File: config.mk
export PLATFORM = sky130hd
export DESIGN_NAME = arb_req_queue
export DESIGN_NICKNAME = d
export VERILOG_FILES = /design/src/rtl/arb_req_queue.sv
export SDC_FILE = /design/constraint.sdc
export NUM_CORES = 1
export LEC_CHECK = 0
export CAP_MARGIN = 15
export CORE_UTILIZATION = 50
export DETAILED_ROUTE_END_ITERATION = 10
export PLACE_DENSITY = 0.76
export RECOVER_POWER = 100
export SYNTH_ARGS = -nofsm -noshare
export SYNTH_HDL_FRONTEND = slang
export SYNTH_SLANG_ARGS = --single-unit
File: constraint.sdc
create_clock -name clk -period 9.1 [get_ports clk]
set_clock_uncertainty 0.2 [all_clocks]
set_input_delay 0.91 -clock clk [delete_from_list [all_inputs] [get_ports clk]]
set_output_delay 0.91 -clock clk [all_outputs]
set_load 0.02 [all_outputs]
File: src/rtl/arb_req_queue.sv
// Per-requestor ingress FIFOs feeding a round-robin arbiter; the granted head
// word is popped into a single registered valid/ready output slot.
module arb_req_queue #(
    parameter int REQ_WIDTH  = 4,
    parameter int DATA_WIDTH = 32,
    parameter int DEPTH      = 4
) (
    input  logic                                   clk,
    input  logic                                   reset,
    input  logic [REQ_WIDTH-1:0]                   in_valid,
    output logic [REQ_WIDTH-1:0]                   in_ready,
    input  logic [REQ_WIDTH*DATA_WIDTH-1:0]        in_data,
    output logic [REQ_WIDTH-1:0]                   req,
    input  logic [REQ_WIDTH-1:0]                   gnt,
    output logic                                   out_valid,
    input  logic                                   out_ready,
    output logic [DATA_WIDTH-1:0]                  out_data,
    output logic [$clog2(REQ_WIDTH)-1:0]           out_src,
    output logic [REQ_WIDTH*($clog2(DEPTH)+1)-1:0] occupancy
);
    localparam int SRC_W = $clog2(REQ_WIDTH);
    localparam int PTR_W = $clog2(DEPTH);
    localparam int CNT_W = PTR_W + 1;
    localparam logic [CNT_W-1:0] FULL = CNT_W'(DEPTH);

    logic [DATA_WIDTH-1:0] r_mem  [REQ_WIDTH][DEPTH];
    logic [PTR_W-1:0]      r_wptr [REQ_WIDTH];
    logic [PTR_W-1:0]      r_rptr [REQ_WIDTH];
    logic [CNT_W-1:0]      r_cnt  [REQ_WIDTH];

    logic                  r_vld_p1;
    logic [DATA_WIDTH-1:0] r_data_p1;
    logic [SRC_W-1:0]      r_src_p1;

    logic                  w_load_ok;
    logic [REQ_WIDTH-1:0]  w_push;
    logic [REQ_WIDTH-1:0]  w_cand;
    logic [REQ_WIDTH-1:0]  w_pop;
    logic [SRC_W-1:0]      w_sel_idx;
    logic [DATA_WIDTH-1:0] w_head;

    // Requests drop while the output slot is blocked, so an ungranted-but-
    // unconsumed grant never advances the arbiter's round-robin pointer.
    always_comb begin
        w_load_ok = !r_vld_p1 || out_ready;
        for (int i = 0; i < REQ_WIDTH; i++) begin
            in_ready[i] = !reset && (r_cnt[i] != FULL);
            req[i]      = !reset && (r_cnt[i] != '0) && w_load_ok;
        end
    end

    assign w_push = in_valid & in_ready;
    assign w_cand = gnt & req;
    assign w_pop  = w_cand & (~w_cand + REQ_WIDTH'(1));

    always_comb begin
        w_sel_idx = '0;
        for (int i = 0; i < REQ_WIDTH; i++) begin
            if (w_pop[i]) begin
                w_sel_idx = SRC_W'(i);
            end
        end
    end

    assign w_head = r_mem[w_sel_idx][r_rptr[w_sel_idx]];

    // ---- stage p0: FIFO storage (data only, no reset) ----
    always_ff @(posedge clk) begin
        for (int i = 0; i < REQ_WIDTH; i++) begin
            if (w_push[i]) begin
                r_mem[i][r_wptr[i]] <= in_data[i*DATA_WIDTH +: DATA_WIDTH];
            end
        end
    end

    always_ff @(posedge clk) begin
        if (reset) begin
            for (int i = 0; i < REQ_WIDTH; i++) begin
                r_wptr[i] <= '0;
                r_rptr[i] <= '0;
                r_cnt[i]  <= '0;
            end
            r_vld_p1  <= 1'b0;
            r_data_p1 <= '0;
            r_src_p1  <= '0;
        end else begin
            for (int i = 0; i < REQ_WIDTH; i++) begin
                if (w_push[i]) begin
                    r_wptr[i] <= r_wptr[i] + PTR_W'(1);
                end
                if (w_pop[i]) begin
                    r_rptr[i] <= r_rptr[i] + PTR_W'(1);
                end
                if (w_push[i] && !w_pop[i]) begin
                    r_cnt[i] <= r_cnt[i] + CNT_W'(1);
                end else if (w_pop[i] && !w_push[i]) begin
                    r_cnt[i] <= r_cnt[i] - CNT_W'(1);
                end
            end
            // ---- stage p1: output slot ----
            if (|w_pop) begin
                r_vld_p1  <= 1'b1;
                r_data_p1 <= w_head;
                r_src_p1  <= w_sel_idx;
            end else if (out_ready) begin
                r_vld_p1  <= 1'b0;
            end
        end
    end

    assign out_valid = r_vld_p1;
    assign out_data  = r_data_p1;
    assign out_src   = r_src_p1;

    for (genvar g = 0; g < REQ_WIDTH; g++) begin : g_occ
        assign occupancy[g*CNT_W +: CNT_W] = r_cnt[g];

        a_no_overflow: assert property (@(posedge clk) disable iff (reset)
            !(w_push[g] && !w_pop[g] && r_cnt[g] == FULL));
        a_no_underflow: assert property (@(posedge clk) disable iff (reset)
            !(w_pop[g] && !w_push[g] && r_cnt[g] == '0));
    end

    a_gnt_onehot0: assert property (@(posedge clk) disable iff (reset) $onehot0(gnt));

endmodule

* Yosys cells after proc, flatten, opt, wreduce, memory -nomap -nowiden *
Memory sizes are Yosys's and may differ from the RTL's.
Index checks and enable logic that the tools add are counted.
W data, S select, Z words.

storage, ports and cells
  memories kept = 4
  register bits = 35
  input port bits = 139
  RAM bits = 540
  logic and storage cells = 193

cells by class
  eq/ne operators = 4
  $add $sub $neg = 17
  bitwise operators = 25
  magnitude comparators = 9
  reductions and logical operators = 41
  mux-type cells = 90

memories
  name    words  bits a word  rd ports  clocked after Yosys merged registers in  write ports  RTL line  text
  r_mem   4      128          1         0                                        4            26        logic [DATA_WIDTH-1:0] r_mem [REQ_WIDTH][DEPTH];
  r_cnt   4      3            4         0                                        4            29        logic [CNT_W-1:0] r_cnt [REQ_WIDTH];
  r_rptr  4      2            5         0                                        4            28        logic [PTR_W-1:0] r_rptr [REQ_WIDTH];
  r_wptr  4      2            4         0                                        4            27        logic [PTR_W-1:0] r_wptr [REQ_WIDTH];

operators by type and width
  kind                   number
  $mux W128              4
  $demux W32 S2          4
  $mux W32               6
  $bmux W32 S2           1
  $mux W1                57
  $logic_and A1 B1 Y1    24
  $mux W3                8
  $mux W2                10
  $add A2 B1 Y2 const B  8
  $or A1 B1 Y1           16
  $ge A3 B3 Y1 const B   5
  $not A2 Y3             5
  $add A3 B1 Y3 const B  4
  $and A4 B4 Y4          3
  $lt A3 B1 Y1 const B   4
  $ne A3 B3 Y1 const B   4
  $reduce_bool A3 Y1     4
  $sub A3 B1 Y3 const B  4
  $logic_not A1 Y1       10
  $add A4 B1 Y4 const B  1
  $not A4 Y4             1
  $reduce_or A4 Y1       1
  $reduce_bool A2 Y1     1
  $logic_or A1 B1 Y1     1

* Depth between registers and ports, before layout *
An unclocked memory read counts as a cell.

  word-level depth = 16
  mapped depth = 13
  gate-level depth less buffers = 9

* Worst setup path before layout *
No wires, ideal clock.

  kind = in2reg
  start = input port reset
  end = memory r_cnt[2][2] (netlist bit) (data pin)
  arrival time = 3.074 ns
  buffers on the path = 4
  path slack = 5.565 ns
  stages = 12
  cell sequence = buf_2 clkinv_1 nand4_1 buf_2 nor2_1 clkbuf_1 buf_2 nand2_1 fa_1 xnor2_1 nand3_1 o21ai_0

RTL lines
  item         RTL line  text
  from (decl)  9         input logic reset,
  to (decl)    29

* Worst setup path in the final report *
  start = input port reset
  end = register r_data_p1[4], in the netlist out_data[4]

between the ends
  cells in the longest elaborated chain, start to end = 15
  elaborated cells on any way between the ends = 23
  classes of those cells = add/sub (1); mux (6); bitwise (4); reduce/logical (10); memory (2)

ends and longest elaborated chain
  item                                         RTL line  text
  $logic_not A1 Y1                             48        req[i] = !reset && (r_cnt[i] != '0) && w_load_ok;
  $logic_and A1 B1 Y1 (2 in a row)             48
  $and A4 B4 Y4                                53        assign w_cand = gnt & req;
  $not A4 Y4                                   54        assign w_pop = w_cand & (~w_cand + REQ_WIDTH'(1));
  $add A4 B1 Y4                                54
  $and A4 B4 Y4                                54
  $mux W1                                      59        if (w_pop[i]) begin
  $mux W2 (2 in a row)                         59
  $mem_v2 Z4 W2                                --
  $not A2 Y3 (implied by the code)             65        assign w_head = r_mem[w_sel_idx][r_rptr[w_sel_idx]];
  $bmux W32 S2                                 65
  $mux W32 (implied by the code) (2 in a row)  65
  to (signal assigned)                         103       r_data_p1 <= w_head;
  to (decl)                                    32        logic [DATA_WIDTH-1:0] r_data_p1;

Parallel ways exist; a longest one is shown, timed or not. The select of a mux whose other input is x is not followed.
A chain may end at the register's enable or synchronous reset.

==> impl_metrics.json <==
{
  "run_status": "complete, but fails checks",
  "violations": "max-capacitance violations, max-slew violations",
  "worst_slew_margin_rel": -1.99,
  "yosys_warnings": 0,
  "cts_resized": 0,
  "ys_types": 44,
  "cp-start-kind": "primary input",
  "via_count": 15100,
  "vias_per_cell": 6.41,
  "crit_arrival_ns": 7.27,
  "rsz0062_at_grt": "false",
  "slew_viol_final": 814,
  "power_frac_comb": 0.163,
  "ys_ff_latch": 575,
  "overflow": 0,
  "setup-tns-final_ns": 0,
  "initial_utilization": 0.505,
  "boundaryPins": 194,
  "cts_tree": "built",
  "p_leak_nw": 9.23,
  "ant_nets": 0,
  "dieArea_um2": 46600,
  "cts_sinks": 575,
  "grt_pass1_wl_um": 92200,
  "worst_pin_slew_ns": 4.49,
  "dpl.cell_count": 2247,
  "switchingPower_w": 0.00174,
  "final_hold_viol_count": 0,
  "htreeDepth": 2,
  "critPathMaxFanout": 39,
  "syn_area_um2": 22900,
  "switching_share": 0.266,
  "avgSynthCellArea_um2": 14.9,
  "post-route-min-period_ns": 6.97,
  "drt_first_iter_violations": 1781,
  "endpoint_kind": "flip-flop",
  "path_clk_slew_ns": 0.06,
  "netlist_instances": 1539,
  "ctsHoldBuffers": 0,
  "postCtsSetupBuffers": 0,
  "peakVddDrop_v": 0.000165,
  "cts-buffers-inserted": 55,
  "coreArea_um2": 45300,
  "layout_common_cells": "edfxtp_1, nand2_1, dlygate4sd3_1, a21oi_1, a221o_1",
  "setup_viol_count_final": 0,
  "fill_cells": 3355,
  "holdPathStages": 2,
  "syn2layout_area_growth_pct": 18.4,
  "gp_congestion": 0.805,
  "grt_pass1_vias": 15100,
  "p_per_area_nw_per_um2": 241,
  "die_x_um": 216,
  "cts.path.max_buffers": 3,
  "hp-class": "flip-flop to flip-flop",
  "first_pass_iters": 7,
  "max-cap-violations": 22,
  "final_common_cell": "edfxtp_1",
  "finalCritPeriodShare": 0.766,
  "wl_per_cell_um": 26.9,
  "cts_root_buffer": "clkbuf_16",
  "fp-row-count": 78,
  "crit_required_ns": 9.40,
  "nNetsFinal": 1866,
  "portBuffers": 193,
  "track_usage": 0.266,
  "p_seq_frac": 0.492,
  "finalNonFillerCells": 2351,
  "critPathKind": "primary input to flip-flop",
  "fmax_mhz": 143,
  "timing.hold.ws_ns": 0.328,
  "die_y_um": 216,
  "grt_max_degree": 99,
  "ys_seq_area_frac": 0.739,
  "clkPwrFrac": 0.345,
  "clk_latency_ns": 0.61,
  "p_int_w": 0.00480,
  "synth_nets": 1700,
  "drt_wl_total_um": 63300,
  "layout-drive-gt1-share": 0.0629,
  "rr_worst_depth": 8,
  "antenna_found_initial": 3,
  "drc_errors": 0,
  "dp_hpwl_um": 36200
}
[final cells by class]
| type | count | area, µm² | area share |
|---|---|---|---|
| sequential | 575 | 16900 | 0.625 |
| multi-input combinational | 839 | 5510 | 0.203 |
| timing repair buffer | 217 | 2070 | 0.0763 |
| clock buffer | 74 | 1510 | 0.0557 |
| tap | 600 | 751 | 0.0277 |
| clock inverter | 28 | 274 | 0.0101 |
| inverter | 17 | 63.8 | 0.00236 |
| antenna | 1 | 2.50 | 0.0000924 |
[metrics by stage]
stage,area (µm²),util,setup slack [ns],power (W)
after floorplan,22900,-,5.56,0.00383
final,27100,0.598,2.13,0.00654
after global routing,27100,0.598,1.87,0.00672
after global placement,25400,0.561,2.93,0.00431
after CTS,27200,0.600,3.39,0.00658
after detailed placement,25400,0.561,2.78,0.00436
[power groups by stage]
stage / clock, W / sequential (W) / combinational [W]
finish: 0.00226 / 0.00322 / 0.00107
global placement: 0 / 0.00326 / 0.00105
global route: 0.00237 / 0.00323 / 0.00113
CTS: 0.00227 / 0.00321 / 0.00110
detailed placement: 0 / 0.00326 / 0.00109
floorplan: 0 / 0.00330 / 0.000529
[cell usage after synthesis (all sizes together)]
cell type | instances | share of area
o311ai | 32 | 0.012
and2 | 5 | 0.0014
mux2i | 34 | 0.015
nand2 | 187 | 0.031
a21oi | 137 | 0.030
ha | 19 | 0.010
xor2 | 1 | 0.00038
clkinv | 1 | 0.00016
dfxtp | 35 | 0.031
and3 | 21 | 0.0057
nor2b | 2 | 0.00055
nand3 | 6 | 0.0013
nor4 | 1 | 0.00093
inv | 16 | 0.0026
o21ai | 36 | 0.0079
o31a | 3 | 0.0011
a221o | 128 | 0.056
nor2 | 63 | 0.010
edfxtp | 540 | 0.71
o31ai | 3 | 0.0016
nor3 | 4 | 0.0011
a22oi | 32 | 0.011
or3 | 33 | 0.0090
o22ai | 1 | 0.00027
xnor2 | 8 | 0.0031
o211ai | 1 | 0.00055
a221oi | 1 | 0.00038
a22o | 32 | 0.012
o22a | 1 | 0.00038
fa | 3 | 0.0026
a21o | 2 | 0.00066
nand4 | 36 | 0.0098
a31oi | 4 | 0.0011
o221a | 1 | 0.00049
nand2b | 2 | 0.00055
buf | 36 | 0.0076
clkbuf | 72 | 0.012
[kinds of logic after synthesis]
kind of cell    share of synthesized area
buf+inv                            0.0222
flops                               0.739
xor+xnor                          0.00345
fa+ha+maj                          0.0130
mux                                0.0149
compound gates                      0.136
simple gates                       0.0714
[critical path, stage by stage]
cell and delay [ns]:
dlygate4sd3_1 0.86, clkinv_1 0.57, nand4_1 0.32, clkbuf_1 1.69, nor2_1 0.63, clkbuf_1 0.96
a221o_1 0.63, a221o_1 0.33, a221o_1 0.30
[sequential cells by signal, summed over array words and instances, names as in the netlist]
register   flops
out_src        2
out_data      32
r_cnt         12
r_mem        512
out_valid      1
r_wptr         8
r_rptr         8
[per-layer routing]
layer / global-route usage / part of all wire
met4: 0.102 / 0.031
met1: 0.358 / 0.38
met2: 0.439 / 0.49
met5: 0 / 0.00043
met3: 0.0406 / 0.10
[path summary, 6_finish.rpt]
kind / start / to / slack (ns)
max: reset / out_data[4] / 2.13
min: out_src[0] / out_src[0] / 0.33
max reg2reg: r_cnt[0][0] / r_cnt[1][2] / 2.52
min reg2reg: out_src[0] / out_src[0] / 0.33
Power figures use the tool's default switching activity.
